## src/rtl/encoder_frame_serializer.sv

```systemverilog
// encoder_frame_serializer
//   Feeds a K=3..7 rate-1/2 convolutional encoder. A frame of frame_len words
//   is accepted over a valid/ready handshake, shifted out MSB-first one bit per
//   clock, and followed by Keff-1 zero tail bits that flush the encoder to
//   state 0. All outputs are registered.
// Ports
//   clk                       rising-edge clock
//   rst                       asynchronous active-low reset
//   start                     frame request, sampled in IDLE only
//   frame_len                 words in frame (0 ignored), sampled with start
//   choose_constraint_length  K, sampled with start; values <3 treated as 3
//   in_data / in_valid        input word and its valid
//   in_ready                  word is accepted this cycle when in_valid=1
//   unencoded_bit             serial bit to encoder (0 whenever bit_valid=0)
//   bit_valid                 unencoded_bit is a frame bit (encoder enable)
//   frame_start               with the first data bit of a frame
//   frame_end                 with the last tail bit of a frame
//   busy                      state is not IDLE
module encoder_frame_serializer #(
  parameter int DATA_W = 8,
  parameter int LEN_W  = 8
) (
  input  logic              clk,
  input  logic              rst,
  input  logic              start,
  input  logic [LEN_W-1:0]  frame_len,
  input  logic [2:0]        choose_constraint_length,
  input  logic [DATA_W-1:0] in_data,
  input  logic              in_valid,
  output logic              in_ready,
  output logic              unencoded_bit,
  output logic              bit_valid,
  output logic              frame_start,
  output logic              frame_end,
  output logic              busy
);

  localparam int CNT_W = $clog2(DATA_W);

  typedef enum logic [1:0] {IDLE, LOAD, SHIFT, TAIL} state_t;

  state_t             state, state_nx;
  logic [LEN_W-1:0]   words_left, words_left_nx;
  logic [CNT_W-1:0]   bit_cnt, bit_cnt_nx;      // bits still to emit after the one shown
  logic [DATA_W-1:0]  shreg, shreg_nx;          // remaining bits, next one at MSB
  logic [2:0]         keff_m1, keff_m1_nx;      // tail length Keff-1
  logic [2:0]         tail_left, tail_left_nx;  // tail bits still to emit after the one shown
  logic               first_word, first_word_nx;
  logic               ready_nx, ubit_nx, bv_nx, fs_nx, fe_nx, busy_nx;
  logic               do_accept;

  always_comb begin
    state_nx      = state;
    words_left_nx = words_left;
    bit_cnt_nx    = bit_cnt;
    shreg_nx      = shreg;
    keff_m1_nx    = keff_m1;
    tail_left_nx  = tail_left;
    first_word_nx = first_word;
    ready_nx      = 1'b0;
    ubit_nx       = 1'b0;
    bv_nx         = 1'b0;
    fs_nx         = 1'b0;
    fe_nx         = 1'b0;
    do_accept     = 1'b0;

    case (state)
      IDLE: begin
        if (start && frame_len != '0) begin
          words_left_nx = frame_len;
          keff_m1_nx    = (choose_constraint_length < 3'd3) ? 3'd2
                                                            : choose_constraint_length - 3'd1;
          first_word_nx = 1'b1;
          state_nx      = LOAD;
          ready_nx      = 1'b1;
        end
      end
      LOAD: begin
        if (in_valid && in_ready) do_accept = 1'b1;
        else                      ready_nx  = 1'b1;
      end
      SHIFT: begin
        if (bit_cnt != '0) begin
          ubit_nx    = shreg[DATA_W-1];
          shreg_nx   = {shreg[DATA_W-2:0], 1'b0};
          bit_cnt_nx = bit_cnt - 1'b1;
          bv_nx      = 1'b1;
          // Raise ready together with the last bit so a waiting word follows without a bubble.
          ready_nx   = (bit_cnt == CNT_W'(1)) && (words_left != '0);
        end else if (in_valid && in_ready) begin
          do_accept = 1'b1;
        end else if (words_left != '0) begin
          state_nx = LOAD;
          ready_nx = 1'b1;
        end else begin
          state_nx     = TAIL;
          bv_nx        = 1'b1;
          tail_left_nx = keff_m1 - 3'd1;
          fe_nx        = (keff_m1 == 3'd1);
        end
      end
      TAIL: begin
        if (tail_left != '0) begin
          bv_nx        = 1'b1;
          tail_left_nx = tail_left - 3'd1;
          fe_nx        = (tail_left == 3'd1);
        end else begin
          state_nx = IDLE;
        end
      end
      default: state_nx = IDLE;
    endcase

    // Word capture is shared by LOAD and the last-bit cycle of SHIFT;
    // the MSB goes straight to the output register, the rest to shreg.
    if (do_accept) begin
      state_nx      = SHIFT;
      ubit_nx       = in_data[DATA_W-1];
      shreg_nx      = {in_data[DATA_W-2:0], 1'b0};
      bit_cnt_nx    = CNT_W'(DATA_W - 1);
      words_left_nx = words_left - 1'b1;
      bv_nx         = 1'b1;
      fs_nx         = first_word;
      first_word_nx = 1'b0;
    end

    busy_nx = (state_nx != IDLE);
  end

  always_ff @(posedge clk or negedge rst) begin
    if (!rst) begin
      state         <= IDLE;
      words_left    <= '0;
      bit_cnt       <= '0;
      shreg         <= '0;
      keff_m1       <= '0;
      tail_left     <= '0;
      first_word    <= 1'b0;
      in_ready      <= 1'b0;
      unencoded_bit <= 1'b0;
      bit_valid     <= 1'b0;
      frame_start   <= 1'b0;
      frame_end     <= 1'b0;
      busy          <= 1'b0;
    end else begin
      state         <= state_nx;
      words_left    <= words_left_nx;
      bit_cnt       <= bit_cnt_nx;
      shreg         <= shreg_nx;
      keff_m1       <= keff_m1_nx;
      tail_left     <= tail_left_nx;
      first_word    <= first_word_nx;
      in_ready      <= ready_nx;
      unencoded_bit <= ubit_nx;
      bit_valid     <= bv_nx;
      frame_start   <= fs_nx;
      frame_end     <= fe_nx;
      busy          <= busy_nx;
    end
  end

endmodule

```

## config.mk

```make
export PLATFORM = sky130hd
export DESIGN_NAME = encoder_frame_serializer
export DESIGN_NICKNAME = d
export VERILOG_FILES = /design/src/rtl/encoder_frame_serializer.sv
export SDC_FILE = /design/constraint.sdc
export NUM_CORES = 1
export LEC_CHECK = 0
export BUFFER_PORTS_ARGS = -buffer_cell sky130_fd_sc_hd__buf_2
export CORE_MARGIN = 2
export CORE_UTILIZATION = 35
export DETAILED_ROUTE_END_ITERATION = 16
export PLACE_DENSITY_LB_ADDON = 0.2
export SYNTH_ARGS = -nofsm -noshare
export SYNTH_HDL_FRONTEND = slang
export SYNTH_SLANG_ARGS = --single-unit
```

## constraint.sdc

```tcl
create_clock -name clk -period 2.2 [get_ports clk]
set_input_delay 0.22 -clock clk [delete_from_list [all_inputs] [get_ports clk]]
set_output_delay 0.22 -clock clk [all_outputs]
set_load 0.02 [all_outputs]
```

-- Yosys cells after proc, flatten, opt, wreduce, memory -nomap -nowiden
Cells that the tools add are included.
- bits of input ports: 23
- memories kept: 0
- ROM bits: 0
- bits in writable memories: 0
- flip-flop bits (word level): 34
- output and inout port bits: 6
- word-level logic and storage cells: 96
- bits in latches: 0
- bitwise gates (word level): 0
- divide/modulo/power cells: 0
- reduce and logical (&&, ||, !) cells: 18
- shifts and indexed selects: 0
- add/sub/neg operators: 5
- multiply operators: 0
- multiplexer cells: 49
- magnitude comparators: 1
- equal/unequal tests: 10
- operator list (cell ; count):
    $mux 8 ; 6
    $mux 3 ; 8
    $mux 1 ; 23
    $reduce_bool 8->1 ; 2
    $mux 2 ; 6
    $reduce_bool 2->1 ; 6
    $sub 3x1->3 const B ; 4
    $eq 3x1->1 const B ; 3
    $ne 2x2->1 const B ; 4
    $sub 8x1->8 const B ; 1
    $pmux 1 s2 ; 3
    $pmux 2 s3 ; 1
    $pmux 3 s2 ; 1
    $reduce_and 2->1 ; 3
    $reduce_bool 3->1 ; 2
    $reduce_and 5->1 ; 1
    $eq 2x2->1 const B ; 2
    $logic_and 1x1->1 ; 3
    $lt 3x2->1 const B ; 1
    $pmux 1 s3 ; 1
    $eq 2x1->1 const B ; 1
    $logic_not 2->1 ; 1

-- Logic depth before layout (Yosys ltp)
- depth in word-level cells: 7
- mapped depth: 10
- mapped depth without buffers: 6

-- Worst setup path after synthesis
Ideal clock, no wire load.
- path kind: reg-to-reg
- start point: register state[0]
- end point: register words_left[4]
- data arrival time: 1.902 ns
- buffers on the path: 2
- required time: 2.076 ns
- setup time: 0.124 ns
- cell stages (with the launch flop): 9
- period minus slack after synthesis: 2.026 ns
- setup slack: 0.174 ns
- cell sequence: dfrtp_1 -> inv_1 -> ha_1 -> clkbuf_1 -> and3b_1 -> o21ai_1 -> buf_2 -> nor3_1 -> a211o_1
- cells in the longest elaborated chain, start to end: 4
- elaborated cells between the ends (all ways): 8
- classes of those cells: 2 x eq/ne; 2 x mux; 4 x reduce/logical
- RTL lines (what ; line ; RTL):
    start, declared ; 42 ; state_t state, state_nx;
    start signal, assigned ; 146 ; state <= state_nx;
    $eq 2x2->1 or $eq 2x1->1 (tied branches) ; 67 ; case (state)
    $pmux 1 s2 ; 67 ;
    $reduce_bool 2->1 (no source line) ; -- ;
    $reduce_and 2->1 (no source line) ; -- ;
    end signal, assigned ; 147 ; words_left <= words_left_nx;
    end, declared ; 43 ; logic [LEN_W-1:0] words_left, words_left_nx;
Parallel ways exist; a longest one is shown, timed or not.
A chain may end at the register's enable or synchronous reset.

-- Worst setup path in the final report
- start point: register words_left[0]
- end point: register frame_end
- cells in the longest elaborated chain, start to end: 5
- RTL lines (what ; line ; RTL):
    $reduce_bool 8->1 ; 92 ; end else if (words_left != '0) begin
    $mux 1 ; 92 ;
    $mux 1 ; 90 ; end else if (in_valid && in_ready) begin
    $mux 1 ; 83 ; if (bit_cnt != '0) begin
    $pmux 1 s2 ; 67 ;
    named net fe_nx ; 49 ; logic ready_nx, ubit_nx, bv_nx, fs_nx, fe_nx, busy_nx;
    end signal, assigned ; 157 ; frame_end <= fe_nx;
    end, declared ; 34 ; output logic frame_end,
The timed path passes the listed nets, and every way through them passes these cells.

==> metrics.txt <==
crit path cell chain=inv_1 -> ha_1 -> or4b_4 -> or2_4 -> or3_4 -> o41ai_2; synthesized area per cell=9.77 um^2; diode count=0; crit path DAT=2.28 ns; flops & latches, synth=33; CP max FO=5; Pins Over Slew Limit=0; post-synthesis sequential area ratio=40.8%; Pre-antenna DRT Iters=4; CTS H-tree lvls=2; TritonCTS Buffers=5; RePlAce Congestion=0.762; Worst Hold Class=in2async; largest net degree at the start of global routing=34; crit share post-route=95.0%; Hold Buf Count CTS=0; CTS root buffer=clkbuf_8; Die X=80.0 um; TritonCTS Sinks=33; Mapped Cells=207; CTS max path bufs=2; Cell Area, Placed=0.00230 mm^2; CP Depth=6; share of layout cells above drive strength 1=22.8%; top cells by area, synth=dfrtp_1 (41%), ha_1 (9.9%), mux2i_1 (7.4%); Metal-1 WL=2060 um; Setup CP Type=reg2reg; failing checks=negative hold slack; Initial Util=36.5%; slew margin rel.=50.2%; vias in the first global route=1,458; DR WL met2=1940 um; post-synthesis cell type count=47; first-pass GRT wire length=6900 um; # DRC=0; Design Area, Final=0.00244 mm^2; outcome=finished, violations left; post-synth net total=246; clk_lat worst skew=0.29 ns; Core Region=0.00554 mm^2; met3 WL post-DR=140 um; EDFF count, synth=0; most frequent cells in the layout=dfrtp_1 (33), buf_2 (28), nand2_1 (18), inv_1 (16), ha_1 (16); share of the synthesized area in the top cell type=40.8%; post-route setup TNS=0 ns; # setup viols final=0; # nets final=279; Rows=27; Post CTS Setup Buffer Count=0; Final Hold Viols=1; prevailing post-synth register cell=dfrtp_1; Worst-Margin Slew=0.747 ns; Worst R2R Path Depth=6; post-CTS sizing=0; fillers=566; slowest library cell on the worst path=or4b_4; Min Hold Slack=-0.00298 ns; Final ANT Viol Nets=0; antenna violations before repair=0; VDD IR-drop max=0.515 mV; post-place setup slack=0.110 ns; final setup margin=0.110 ns; Die Span Y=80.0 um; CTS tree=built; die footprint=0.00640 mm^2; placed wire-length estimate=3020 um; P per Cell Area=1180 mW/mm^2; highest routed layer=met4; synthesis-to-layout area growth=20.7%; Synth area leader=dfrtp_1; crit-path leading delay family=simple AND/OR/NAND/NOR gates; CP bufs+invs=1; skew final=0.00460 ns; critical path capture point type=flop; Vias/cell=5.00; mapped cell area=0.00202 mm^2; Tmin final=2.09 ns; total gr overflow=0; share of flip-flops with an asynchronous set or reset=100%; Crit path largest cell delay=0.48 ns; Critical Path RT=2.39 ns; Starting DRT DRC Count=66; fmax=0.479 GHz; number of max-cap violations=0; most common cell after layout, fill and taps aside=dfrtp_1; RSZ-0062 raised after global routing=false; final WL=4200 um; via count=1,565; Port-buffer cells=28; I/O pins=29; Leak=1.17 nW; GRT Total Usage=13.9%; clock-pin transition on the worst setup and hold timing paths=0.07 ns; YS warnings=0; drt wl/cell=13.4 um; startpoint types=flop
[worst paths after layout]
kind,startpoint,end,slack [ns]
min in group clk,in_data[0],shreg[1],0.12
setup / recovery,words_left[0],frame_end,0.11
setup reg to reg,words_left[0],frame_end,0.11
hold reg to reg,first_word,frame_start,0.48
hold / removal,rst,words_left[3],-0.003
max in group asynchronous,rst,words_left[1],1.73
[registers in the layout, summed over array words and instances (netlist names)]
| register | flops |
|---|---|
| words_left | 8 |
| busy | 1 |
| shreg | 7 |
| keff_m1 | 3 |
| bit_valid | 1 |
| state | 2 |
| first_word | 1 |
| frame_end | 1 |
| unencoded_bit | 1 |
| frame_start | 1 |
| in_ready | 1 |
| bit_cnt | 3 |
| tail_left | 3 |
[synth_stat cells, drive strengths merged, types with 2 or more instances]
cell	count
a211oi	2
a31oi	2
nand3	5
a21oi	6
nand2b	3
nand2	18
or3	2
dfrtp	33
nor4	4
a21boi	2
a21o	2
o21ai	12
xnor2	2
clkbuf	6
nand3b	2
o211ai	2
and3	3
inv	16
nand4	2
nor3b	2
a221o	5
and2	3
o41ai	2
buf	4
ha	16
nor3	5
nor2	13
nand4b	3
mux2i	15
[power by group]
part / internal [mW] / switching, mW / total [mW]
Clock: 0.450 / 0.236 / 0.686
Combinational: 0.534 / 0.605 / 1.14
Sequential: 0.861 / 0.195 / 1.06
Total: 1.85 / 1.04 / 2.88
[through the flow]
step                util [%]  instances  hold WS, ns  total power, mW
floorplan                  -        207      -0.0756             1.87
global placement        41.4        305        0.357             2.20
detailed placement      41.4        305        0.340             2.20
CTS                     43.9        313       0.0248             2.90
global route            44.1        313       0.0541             3.12
finish                  44.1        313     -0.00298             2.88
[layer usage]
metal / global-route usage, % / vias up
li1: - / 805
met3: 3.73 / 6
met2: 21.3 / 26
met4: 4.07 / 0
met1: 19.2 / 728
met5: 0 / -
[area by class of cell]
| type | count | area, um^2 | share of cell area, % |
|---|---|---|---|
| multi-input cells | 148 | 1110 | 45.3 |
| flip-flops and latches | 33 | 826 | 33.8 |
| repair buffers | 36 | 225 | 9.23 |
| well taps | 72 | 90.1 | 3.69 |
| clock buffers | 5 | 68.8 | 2.82 |
| clock inverters | 3 | 65.1 | 2.67 |
| inverters | 16 | 60.1 | 2.46 |
[kinds of logic (layout without fill, tap and decap cells)]
family	Yosys count	in the layout	synth area share [%]
compound gates	42	42	15.5
xor+xnor	3	3	1.30
fa+ha+maj	16	16	9.89
buf+inv	26	60	5.07
flops	33	33	40.8
mux	16	16	7.98
simple gates	71	71	19.5
Power figures use the tool's default switching activity.
